===== src/rtl/ram_lsu_pkg.sv =====
// ram_lsu_pkg: shared types and helpers for the scratch-RAM load/store unit.
//   size_e   : access size encoding carried on req_size
//   state_e  : sequencer states
//   req_t    : request fields latched at acceptance
//   size_bytes / extend : byte count per size, sign/zero extension of loads
package ram_lsu_pkg;

  localparam int MEM_DEPTH_DEF = 32;

  typedef enum logic [1:0] {
    SZ_BYTE = 2'd0,
    SZ_HALF = 2'd1,
    SZ_WORD = 2'd2
  } size_e;

  typedef enum logic [2:0] {
    ST_IDLE,
    ST_WR,
    ST_RD,
    ST_DRAIN,
    ST_RESP
  } state_e;

  typedef struct packed {
    logic        we;
    logic [1:0]  size;
    logic        uns;
    logic [7:0]  addr;
    logic [31:0] wdata;
  } req_t;

  // Bytes moved for a size code; code 3 never reaches sequencing.
  function automatic logic [2:0] size_bytes(input logic [1:0] sz);
    case (sz)
      SZ_BYTE: return 3'd1;
      SZ_HALF: return 3'd2;
      default: return 3'd4;
    endcase
  endfunction

  function automatic logic [31:0] extend(input logic [31:0] v, input logic [1:0] sz,
                                         input logic uns);
    case (sz)
      SZ_BYTE: return {{24{~uns & v[7]}}, v[7:0]};
      SZ_HALF: return {{16{~uns & v[15]}}, v[15:0]};
      default: return v;
    endcase
  endfunction

endpackage


===== src/rtl/ram_lsu_if.sv =====
// ram_lsu_if: core request/response handshake plus the byte-wide RAM strobes.
//   slave  : the load/store unit (takes requests, drives RAM strobes)
//   master : the environment (core issuing requests, RAM returning d_out)
interface ram_lsu_if;
  logic        req_valid;
  logic        req_ready;
  logic        req_we;
  logic [1:0]  req_size;
  logic        req_unsigned;
  logic [7:0]  req_addr;
  logic [31:0] req_wdata;
  logic        rsp_valid;
  logic        rsp_err;
  logic [31:0] rsp_rdata;
  logic        rmem_rd;
  logic        rmem_wr;
  logic [7:0]  rop_a;
  logic [31:0] rop_b;
  logic [31:0] d_out;

  modport slave (
    input  req_valid, req_we, req_size, req_unsigned, req_addr, req_wdata, d_out,
    output req_ready, rsp_valid, rsp_err, rsp_rdata, rmem_rd, rmem_wr, rop_a, rop_b
  );

  modport master (
    output req_valid, req_we, req_size, req_unsigned, req_addr, req_wdata, d_out,
    input  req_ready, rsp_valid, rsp_err, rsp_rdata, rmem_rd, rmem_wr, rop_a, rop_b
  );
endinterface


===== src/rtl/ram_lsu_ext.sv =====
// ram_lsu_ext: combinational load extender.
//   asm_i   : assembled little-endian load value
//   size_i  : access size code
//   uns_i   : 1 = zero-extend, 0 = sign-extend
//   rdata_o : extended 32-bit result
module ram_lsu_ext
  import ram_lsu_pkg::*;
(
  input  logic [31:0] asm_i,
  input  logic [1:0]  size_i,
  input  logic        uns_i,
  output logic [31:0] rdata_o
);
  assign rdata_o = extend(asm_i, size_i, uns_i);
endmodule


===== src/rtl/ram_lsu.sv =====
// ram_lsu: load/store sequencer driving a byte-wide scratch RAM.
//   clk, rst_en : clock, asynchronous active-high reset
//   bus         : ram_lsu_if.slave -- request handshake, single-cycle response,
//                 RAM strobes rmem_rd/rmem_wr, write byte rop_a, address rop_b,
//                 read data d_out (byte 0 valid the cycle after a read)
// Optional: define MISALIGN_TRAP_EN to reject misaligned half/word accesses.
// Every output is a register; the comb block computes next-cycle output values.
module ram_lsu
  import ram_lsu_pkg::*;
#(
  parameter int MEM_DEPTH = MEM_DEPTH_DEF
) (
  input  logic    clk,
  input  logic    rst_en,
  ram_lsu_if.slave bus
);

  state_e      state_q, state_d;
  req_t        req_q, req_d;
  logic [1:0]  cnt_q, cnt_d;     // index of the byte strobed this cycle
  logic [31:0] asm_q, asm_d;
  logic        ready_q, ready_d;
  logic        rd_q, rd_d, wr_q, wr_d;
  logic [7:0]  rop_a_q, rop_a_d, rop_b_q, rop_b_d;
  logic        rsp_valid_q, rsp_valid_d, rsp_err_q, rsp_err_d;
  logic [31:0] rsp_rdata_q, rsp_rdata_d;

  logic        accept, acc_err, last_byte;
  logic [2:0]  n_acc, n_q;
  logic [8:0]  last_addr;        // 9 bits so addr+3 near 255 cannot wrap
  logic [1:0]  cnt_nxt, cap_idx;
  logic [7:0]  nxt_addr;
  logic [31:0] ext_rdata;
  logic        unused_dout_hi;

  assign unused_dout_hi = ^bus.d_out[31:8];

  assign accept    = ready_q & bus.req_valid;
  assign n_acc     = size_bytes(bus.req_size);
  assign last_addr = {1'b0, bus.req_addr} + {6'b0, n_acc} - 9'd1;
  assign n_q       = size_bytes(req_q.size);
  assign last_byte = (cnt_q == 2'(n_q - 3'd1));
  assign cnt_nxt   = cnt_q + 2'd1;
  assign nxt_addr  = req_q.addr + {6'b0, cnt_nxt};

  always_comb begin
    acc_err = (bus.req_size == 2'd3) || (int'(last_addr) > MEM_DEPTH - 1);
`ifdef MISALIGN_TRAP_EN
    if (bus.req_size == SZ_HALF && bus.req_addr[0])          acc_err = 1'b1;
    if (bus.req_size == SZ_WORD && bus.req_addr[1:0] != 2'b0) acc_err = 1'b1;
`endif
  end

  // Read data trails issue by one cycle: in RD the byte of the previous
  // strobe lands; in DRAIN the final byte (cnt_q still points at it) lands.
  always_comb begin
    asm_d   = asm_q;
    cap_idx = cnt_q - 2'd1;
    case (state_q)
      ST_IDLE:  if (accept) asm_d = '0;
      ST_RD:    if (cnt_q != 2'd0) asm_d[{cap_idx, 3'b000} +: 8] = bus.d_out[7:0];
      ST_DRAIN: asm_d[{cnt_q, 3'b000} +: 8] = bus.d_out[7:0];
      default:  ;
    endcase
  end

  ram_lsu_ext u_ext (
    .asm_i   (asm_d),
    .size_i  (req_q.size),
    .uns_i   (req_q.uns),
    .rdata_o (ext_rdata)
  );

  always_comb begin
    state_d     = state_q;
    req_d       = req_q;
    cnt_d       = cnt_q;
    ready_d     = 1'b0;
    rd_d        = 1'b0;
    wr_d        = 1'b0;
    rop_a_d     = '0;
    rop_b_d     = '0;
    rsp_valid_d = 1'b0;
    rsp_err_d   = 1'b0;
    rsp_rdata_d = '0;
    case (state_q)
      ST_IDLE: begin
        ready_d = 1'b1;
        if (accept) begin
          ready_d     = 1'b0;
          req_d.we    = bus.req_we;
          req_d.size  = bus.req_size;
          req_d.uns   = bus.req_unsigned;
          req_d.addr  = bus.req_addr;
          req_d.wdata = bus.req_wdata;
          cnt_d       = '0;
          if (acc_err) begin
            state_d     = ST_RESP;
            rsp_valid_d = 1'b1;
            rsp_err_d   = 1'b1;
          end else if (bus.req_we) begin
            state_d = ST_WR;
            wr_d    = 1'b1;
            rop_b_d = bus.req_addr;
            rop_a_d = bus.req_wdata[7:0];
          end else begin
            state_d = ST_RD;
            rd_d    = 1'b1;
            rop_b_d = bus.req_addr;
          end
        end
      end
      ST_WR: begin
        if (last_byte) begin
          state_d     = ST_RESP;
          rsp_valid_d = 1'b1;
        end else begin
          cnt_d   = cnt_nxt;
          wr_d    = 1'b1;
          rop_b_d = nxt_addr;
          rop_a_d = req_q.wdata[{cnt_nxt, 3'b000} +: 8];
        end
      end
      ST_RD: begin
        if (last_byte) begin
          state_d = ST_DRAIN;
        end else begin
          cnt_d   = cnt_nxt;
          rd_d    = 1'b1;
          rop_b_d = nxt_addr;
        end
      end
      ST_DRAIN: begin
        state_d     = ST_RESP;
        rsp_valid_d = 1'b1;
        rsp_rdata_d = ext_rdata;
      end
      ST_RESP: begin
        state_d = ST_IDLE;
        ready_d = 1'b1;
      end
      default: state_d = ST_IDLE;
    endcase
  end

  always_ff @(posedge clk or posedge rst_en) begin
    if (rst_en) begin
      state_q     <= ST_IDLE;
      req_q       <= '0;
      cnt_q       <= '0;
      asm_q       <= '0;
      ready_q     <= 1'b1;
      rd_q        <= 1'b0;
      wr_q        <= 1'b0;
      rop_a_q     <= '0;
      rop_b_q     <= '0;
      rsp_valid_q <= 1'b0;
      rsp_err_q   <= 1'b0;
      rsp_rdata_q <= '0;
    end else begin
      state_q     <= state_d;
      req_q       <= req_d;
      cnt_q       <= cnt_d;
      asm_q       <= asm_d;
      ready_q     <= ready_d;
      rd_q        <= rd_d;
      wr_q        <= wr_d;
      rop_a_q     <= rop_a_d;
      rop_b_q     <= rop_b_d;
      rsp_valid_q <= rsp_valid_d;
      rsp_err_q   <= rsp_err_d;
      rsp_rdata_q <= rsp_rdata_d;
    end
  end

  assign bus.req_ready = ready_q;
  assign bus.rmem_rd   = rd_q;
  assign bus.rmem_wr   = wr_q;
  assign bus.rop_a     = rop_a_q;
  assign bus.rop_b     = {24'b0, rop_b_q};
  assign bus.rsp_valid = rsp_valid_q;
  assign bus.rsp_err   = rsp_err_q;
  assign bus.rsp_rdata = rsp_rdata_q;

endmodule


===== src/flat_wrapper.sv =====
// flat-port wrapper written by rule: the top's interface ports become plain ports
module ram_lsu_flat import ram_lsu_pkg::*;
#(
  parameter int MEM_DEPTH = MEM_DEPTH_DEF
)
  (clk, rst_en, bus_req_valid, bus_req_we, bus_req_size, bus_req_unsigned, bus_req_addr, bus_req_wdata, bus_d_out, bus_req_ready, bus_rsp_valid, bus_rsp_err, bus_rsp_rdata, bus_rmem_rd, bus_rmem_wr, bus_rop_a, bus_rop_b);
  ram_lsu_if bus_i ();
  input  logic clk;
  input  logic rst_en;
  input wire logic [$bits(bus_i.req_valid)-1:0] bus_req_valid;
  input wire logic [$bits(bus_i.req_we)-1:0] bus_req_we;
  input wire logic [$bits(bus_i.req_size)-1:0] bus_req_size;
  input wire logic [$bits(bus_i.req_unsigned)-1:0] bus_req_unsigned;
  input wire logic [$bits(bus_i.req_addr)-1:0] bus_req_addr;
  input wire logic [$bits(bus_i.req_wdata)-1:0] bus_req_wdata;
  input wire logic [$bits(bus_i.d_out)-1:0] bus_d_out;
  output wire logic [$bits(bus_i.req_ready)-1:0] bus_req_ready;
  output wire logic [$bits(bus_i.rsp_valid)-1:0] bus_rsp_valid;
  output wire logic [$bits(bus_i.rsp_err)-1:0] bus_rsp_err;
  output wire logic [$bits(bus_i.rsp_rdata)-1:0] bus_rsp_rdata;
  output wire logic [$bits(bus_i.rmem_rd)-1:0] bus_rmem_rd;
  output wire logic [$bits(bus_i.rmem_wr)-1:0] bus_rmem_wr;
  output wire logic [$bits(bus_i.rop_a)-1:0] bus_rop_a;
  output wire logic [$bits(bus_i.rop_b)-1:0] bus_rop_b;
  assign bus_i.req_valid = bus_req_valid;
  assign bus_i.req_we = bus_req_we;
  assign bus_i.req_size = bus_req_size;
  assign bus_i.req_unsigned = bus_req_unsigned;
  assign bus_i.req_addr = bus_req_addr;
  assign bus_i.req_wdata = bus_req_wdata;
  assign bus_i.d_out = bus_d_out;
  assign bus_req_ready = bus_i.req_ready;
  assign bus_rsp_valid = bus_i.rsp_valid;
  assign bus_rsp_err = bus_i.rsp_err;
  assign bus_rsp_rdata = bus_i.rsp_rdata;
  assign bus_rmem_rd = bus_i.rmem_rd;
  assign bus_rmem_wr = bus_i.rmem_wr;
  assign bus_rop_a = bus_i.rop_a;
  assign bus_rop_b = bus_i.rop_b;
  ram_lsu #(.MEM_DEPTH(MEM_DEPTH)) u_core (.clk(clk), .rst_en(rst_en), .bus(bus_i));
endmodule

===== config.mk =====
export PLATFORM = sky130hd
export DESIGN_NAME = ram_lsu_flat
export DESIGN_NICKNAME = d
export VERILOG_FILES = /design/src/rtl/ram_lsu_pkg.sv /design/src/rtl/ram_lsu_if.sv /design/src/rtl/ram_lsu_ext.sv /design/src/rtl/ram_lsu.sv /design/src/flat_wrapper.sv
export SDC_FILE = /design/constraint.sdc
export NUM_CORES = 1
export LEC_CHECK = 0
export ABC_AREA = 0
export CAP_MARGIN = 20
export CELL_PAD_IN_SITES_DETAIL_PLACEMENT = 0
export CELL_PAD_IN_SITES_GLOBAL_PLACEMENT = 1
export CORE_ASPECT_RATIO = 1.25
export CORE_MARGIN = 2
export CORE_UTILIZATION = 41
export DETAILED_ROUTE_END_ITERATION = 10
export GPL_TIMING_DRIVEN = 0
export PLACE_DENSITY = 0.92
export RECOVER_POWER = 25
export SYNTH_ARGS = -nofsm -noshare
export SYNTH_HDL_FRONTEND = slang
export SYNTH_SLANG_ARGS = --single-unit

===== constraint.sdc =====
create_clock -name clk -period 5.95 [get_ports clk]
set_input_delay 0.595 -clock clk [delete_from_list [all_inputs] [get_ports clk]]
set_output_delay 0.595 -clock clk [all_outputs]
set_load 0.1 [all_outputs]

==> results by group <==
Run status
  • Status: finished with violations
  • Failing checks: capacitance limit, slew limit

Clock network
  • Worst skew pair latency: ~400 ps
  • CTS Hold Bufs: 0
  • Reg clk slew, reported paths: ~60 ps
  • CTS tree: yes
  • Root Driver: clkbuf_16
  • Clock Path Buffers: 2
  • Post-cts sizing count: 0
  • Num CTS Buffers: 17
  • Clock sinks: between 100 and 150
  • CTS H-Tree Depth: 4
  • Post-CTS setup buffers: 0

Layout
  • Fill cells: 1293
  • P&R area growth vs syn: 31.7%
  • ANT cells: 0
  • Layout cells sized above 1: 0.119
  • Nets: 850
  • Cell area after layout: 0.00829 sq mm

GRT
  • Grt ovf: 0
  • Pin count of the biggest net entering global routing: 73
  • Antenna violations before repair: 0
  • Global-route wire length before repair: 24.9 mm
  • Vias in the first global route: 5031
  • Global-route usage over all layers: 0.196

Setup path
  • Worst setup SP type: input pin
  • CP required: 6290 ps
  • Critical path class: in -> reg
  • Crit path DAT: 3580 ps
  • Crit-path max FO: 9
  • CP endpoint kind: flop

Floorplan
  • Area of the die: roughly 0.016 sq mm
  • I/O pin count: approximately 160
  • Core footprint: around 0.015 sq mm
  • Die width: 115 um
  • Initial Util: 0.419
  • FP Rows: 50
  • Die height: roughly 140 um

Power
  • Leak: a little over 4 nW
  • Tot Pwr: between 3 and 4 mW
  • VDD IR max: 0.235 mV
  • Cell Pwr Density: about 420 mW/mm^2

Yosys
  • Cell taking the most area after synthesis: dfrtp_1
  • Seq/Total Area, Yosys: 0.529
  • Post-synth EDFFs: 0
  • Synth async-reset ratio: 1.00
  • Post-Synthesis Cell Area: 0.00629 sq mm
  • Synth Register Bits: about 130
  • Top post-synthesis cells by area: dfrtp_1 53%, nand2_1 7.9%, a22o_1 3.9%, ha_1 3.6%, buf_4 3.1%
  • Post-Syn Instances: 601
  • Syn Area/Cell: 10.5 sq um
  • Netlist cell types: 64
  • Yosys warnings: 0
  • Synth Flop Type: dfrtp_1
  • Top-area cell type share of the netlist area: 0.525

Timing
  • Final Hold Fails: 0
  • Unrepaired setup endpoints after global routing: no
  • Fin Setup TNS: 0 ps
  • Worst clock skew: 8.20 ps
  • Slew Limit Fails: 62
  • Tmin final: 3240 ps
  • Final setup viols: 0
  • Worst slew pin tran: 2780 ps
  • Period utilization: 0.545
  • Max-slew headroom: -0.863
  • F_max: 308 MHz
  • Worst Hold Slack: 478 ps

Route
  • DRC Markers: 0
  • Post-route ant nets: 0
  • Pre-antenna DRT Iters: 5
  • Final wirelength: 15.5 mm
  • WL per Instance: 16.4 um
  • DR iter-0 viols: roughly 360
  • Via-to-Cell Ratio: 5.14
  • Via total after detailed routing: 4853

Job
  • MaxCap Viol Count: 1

Placement
  • Port Buffer Count: 107
  • Placed inst area: 0.00771 sq mm
  • Post-DP HPWL: 11.2 mm
  • GP Congestion: 0.915

Min path
  • Hold crit path type: reg -> reg
-- cells in the mapped netlist (2+ instances only) --
library cell	n
buf_4	26
a211o_1	2
nor3_1	5
or2_2	3
inv_1	34
o21ba_1	15
o21ai_1	10
nand3b_1	3
nand2b_1	4
a21oi_1	17
a21o_1	3
a22o_1	28
o32ai_2	2
o21ai_0	24
nor2_1	27
mux4_2	8
xnor2_1	6
dfrtp_1	132
and3_1	2
nand4bb_1	4
o2bb2ai_1	3
nor2b_1	9
clkbuf_1	13
a221oi_1	5
fa_1	2
nand2_1	133
a31o_2	2
xor2_1	4
buf_2	6
ha_1	18
o21bai_1	2
a22oi_1	7
o21a_1	2
a31oi_1	2
buf_1	2
nand3_1	8
-- placed cells by master (no fill, tap or decap), types with 3 or more instances in the layout --
master             n
nor3_1             5
xnor2_1            6
clkbuf_16         17
nor2_1            27
nor2b_1            9
mux4_2             8
nand4bb_1          4
conb_1            24
o21ai_1           10
o21ai_0           24
nand2_1          133
o2bb2ai_1          3
a221oi_1           5
a22oi_1            7
buf_2              6
a22o_1            28
ha_1              18
dfrtp_1          132
inv_1             33
a21o_1             3
o21ba_1           15
clkinv_2           3
clkbuf_1          14
clkdlybuf4s50_1  106
nand3_1            8
or2_2              3
a21oi_1           17
xor2_1             4
nand2b_1           4
nand3b_1           3
buf_4             26
-- metrics by stage --
step,util,cells,setup slack [ps]
final,0.552,945,2710
after global routing,0.552,945,2570
after CTS,0.552,945,2730
after detailed placement,0.513,914,2310
after global placement,0.511,913,202
after floorplan,-,624,1800
-- where the power goes --
group / switching (mW) / total [mW] / leakage [nW] / internal, mW
Combinational: 0.850 / 1.26 / 1.99 / 0.413
Sequential: 0.123 / 1.22 / 1.78 / 1.09
Clock: 0.387 / 1.02 / 0.283 / 0.638
Total: 1.36 / 3.50 / 4.06 / 2.14
-- flip-flops by register name, indices dropped and copies added (netlist names) --
name,count
u_core.bus.rsp_err,1
u_core.bus.rmem_rd,1
u_core.cnt_q,2
u_core.bus.req_ready,1
u_core.state_q,3
u_core.asm_q,32
u_core.rop_b_q,8
u_core.bus.rmem_wr,1
u_core.bus.rop_a,8
u_core.req_q,43
u_core.bus.rsp_valid,1
u_core.bus.rsp_rdata,32
-- worst paths after layout --
kind	start	to	slack, ps	depth (start not counted)
setup / recovery	bus_req_size[1]	u_core.rop_b_q[2]$_DFF_PP0_	2710	12
min in group asynchronous	rst_en	u_core.bus.rsp_rdata[9]$_DFF_PP0_	1430	2
max in group asynchronous	rst_en	u_core.req_q[5]$_DFFE_PP0P_	3270	2
hold reg to reg	u_core.req_q[10]$_DFFE_PP0P_	u_core.req_q[10]$_DFFE_PP0P_	480	2
hold / removal	u_core.req_q[10]$_DFFE_PP0P_	u_core.req_q[10]$_DFFE_PP0P_	480	2
setup reg to reg	u_core.cnt_q[0]$_DFFE_PP0P_	u_core.bus.rsp_rdata[23]$_DFF_PP0_	3070	9
-- layer usage --
layer	part of all wire	global-route usage	vias up
met2	0.52	0.343	154
met5	0	0	-
li1	-	-	2309
met4	0.023	0.0793	0
met3	0.050	0.0392	26
met1	0.41	0.236	2364
-- area by class of cell --
type	count	area (sq um)	share of cell area
Buffer	48	293	0.0353
Inverter	35	133	0.0160
Clock inverter	11	125	0.0151
Clock buffer	20	457	0.0551
Timing Repair Buffer	108	1100	0.133
Tap cell	182	228	0.0275
Multi-Input combinational cell	408	2620	0.317
Sequential cell	133	3330	0.402
-- cells by family (layout without fill, tap and decap cells) --
family	after synthesis	count (layout)	synth area share
xor gates and xnor gates	10	10	0.0139
muxes	9	9	0.0302
AOI/OAI and AO/OA	139	139	0.170
other	1	24	0.000596
buffers and inverters	83	222	0.0674
and+or+nand+nor	206	206	0.146
adders and majority gates	20	20	0.0422
DFF	133	133	0.529
-- critical path: stages --
cell	delay, ps
clkdlybuf4s50_1	610
inv_1	90
ha_1	280
inv_1	60
ha_1	290
a211oi_1	260
o21ai_0	140
xor2_1	170
a211oi_2	450
and3_1	240
buf_4	180
a22o_1	210
(Power assumes the default switching activity.)
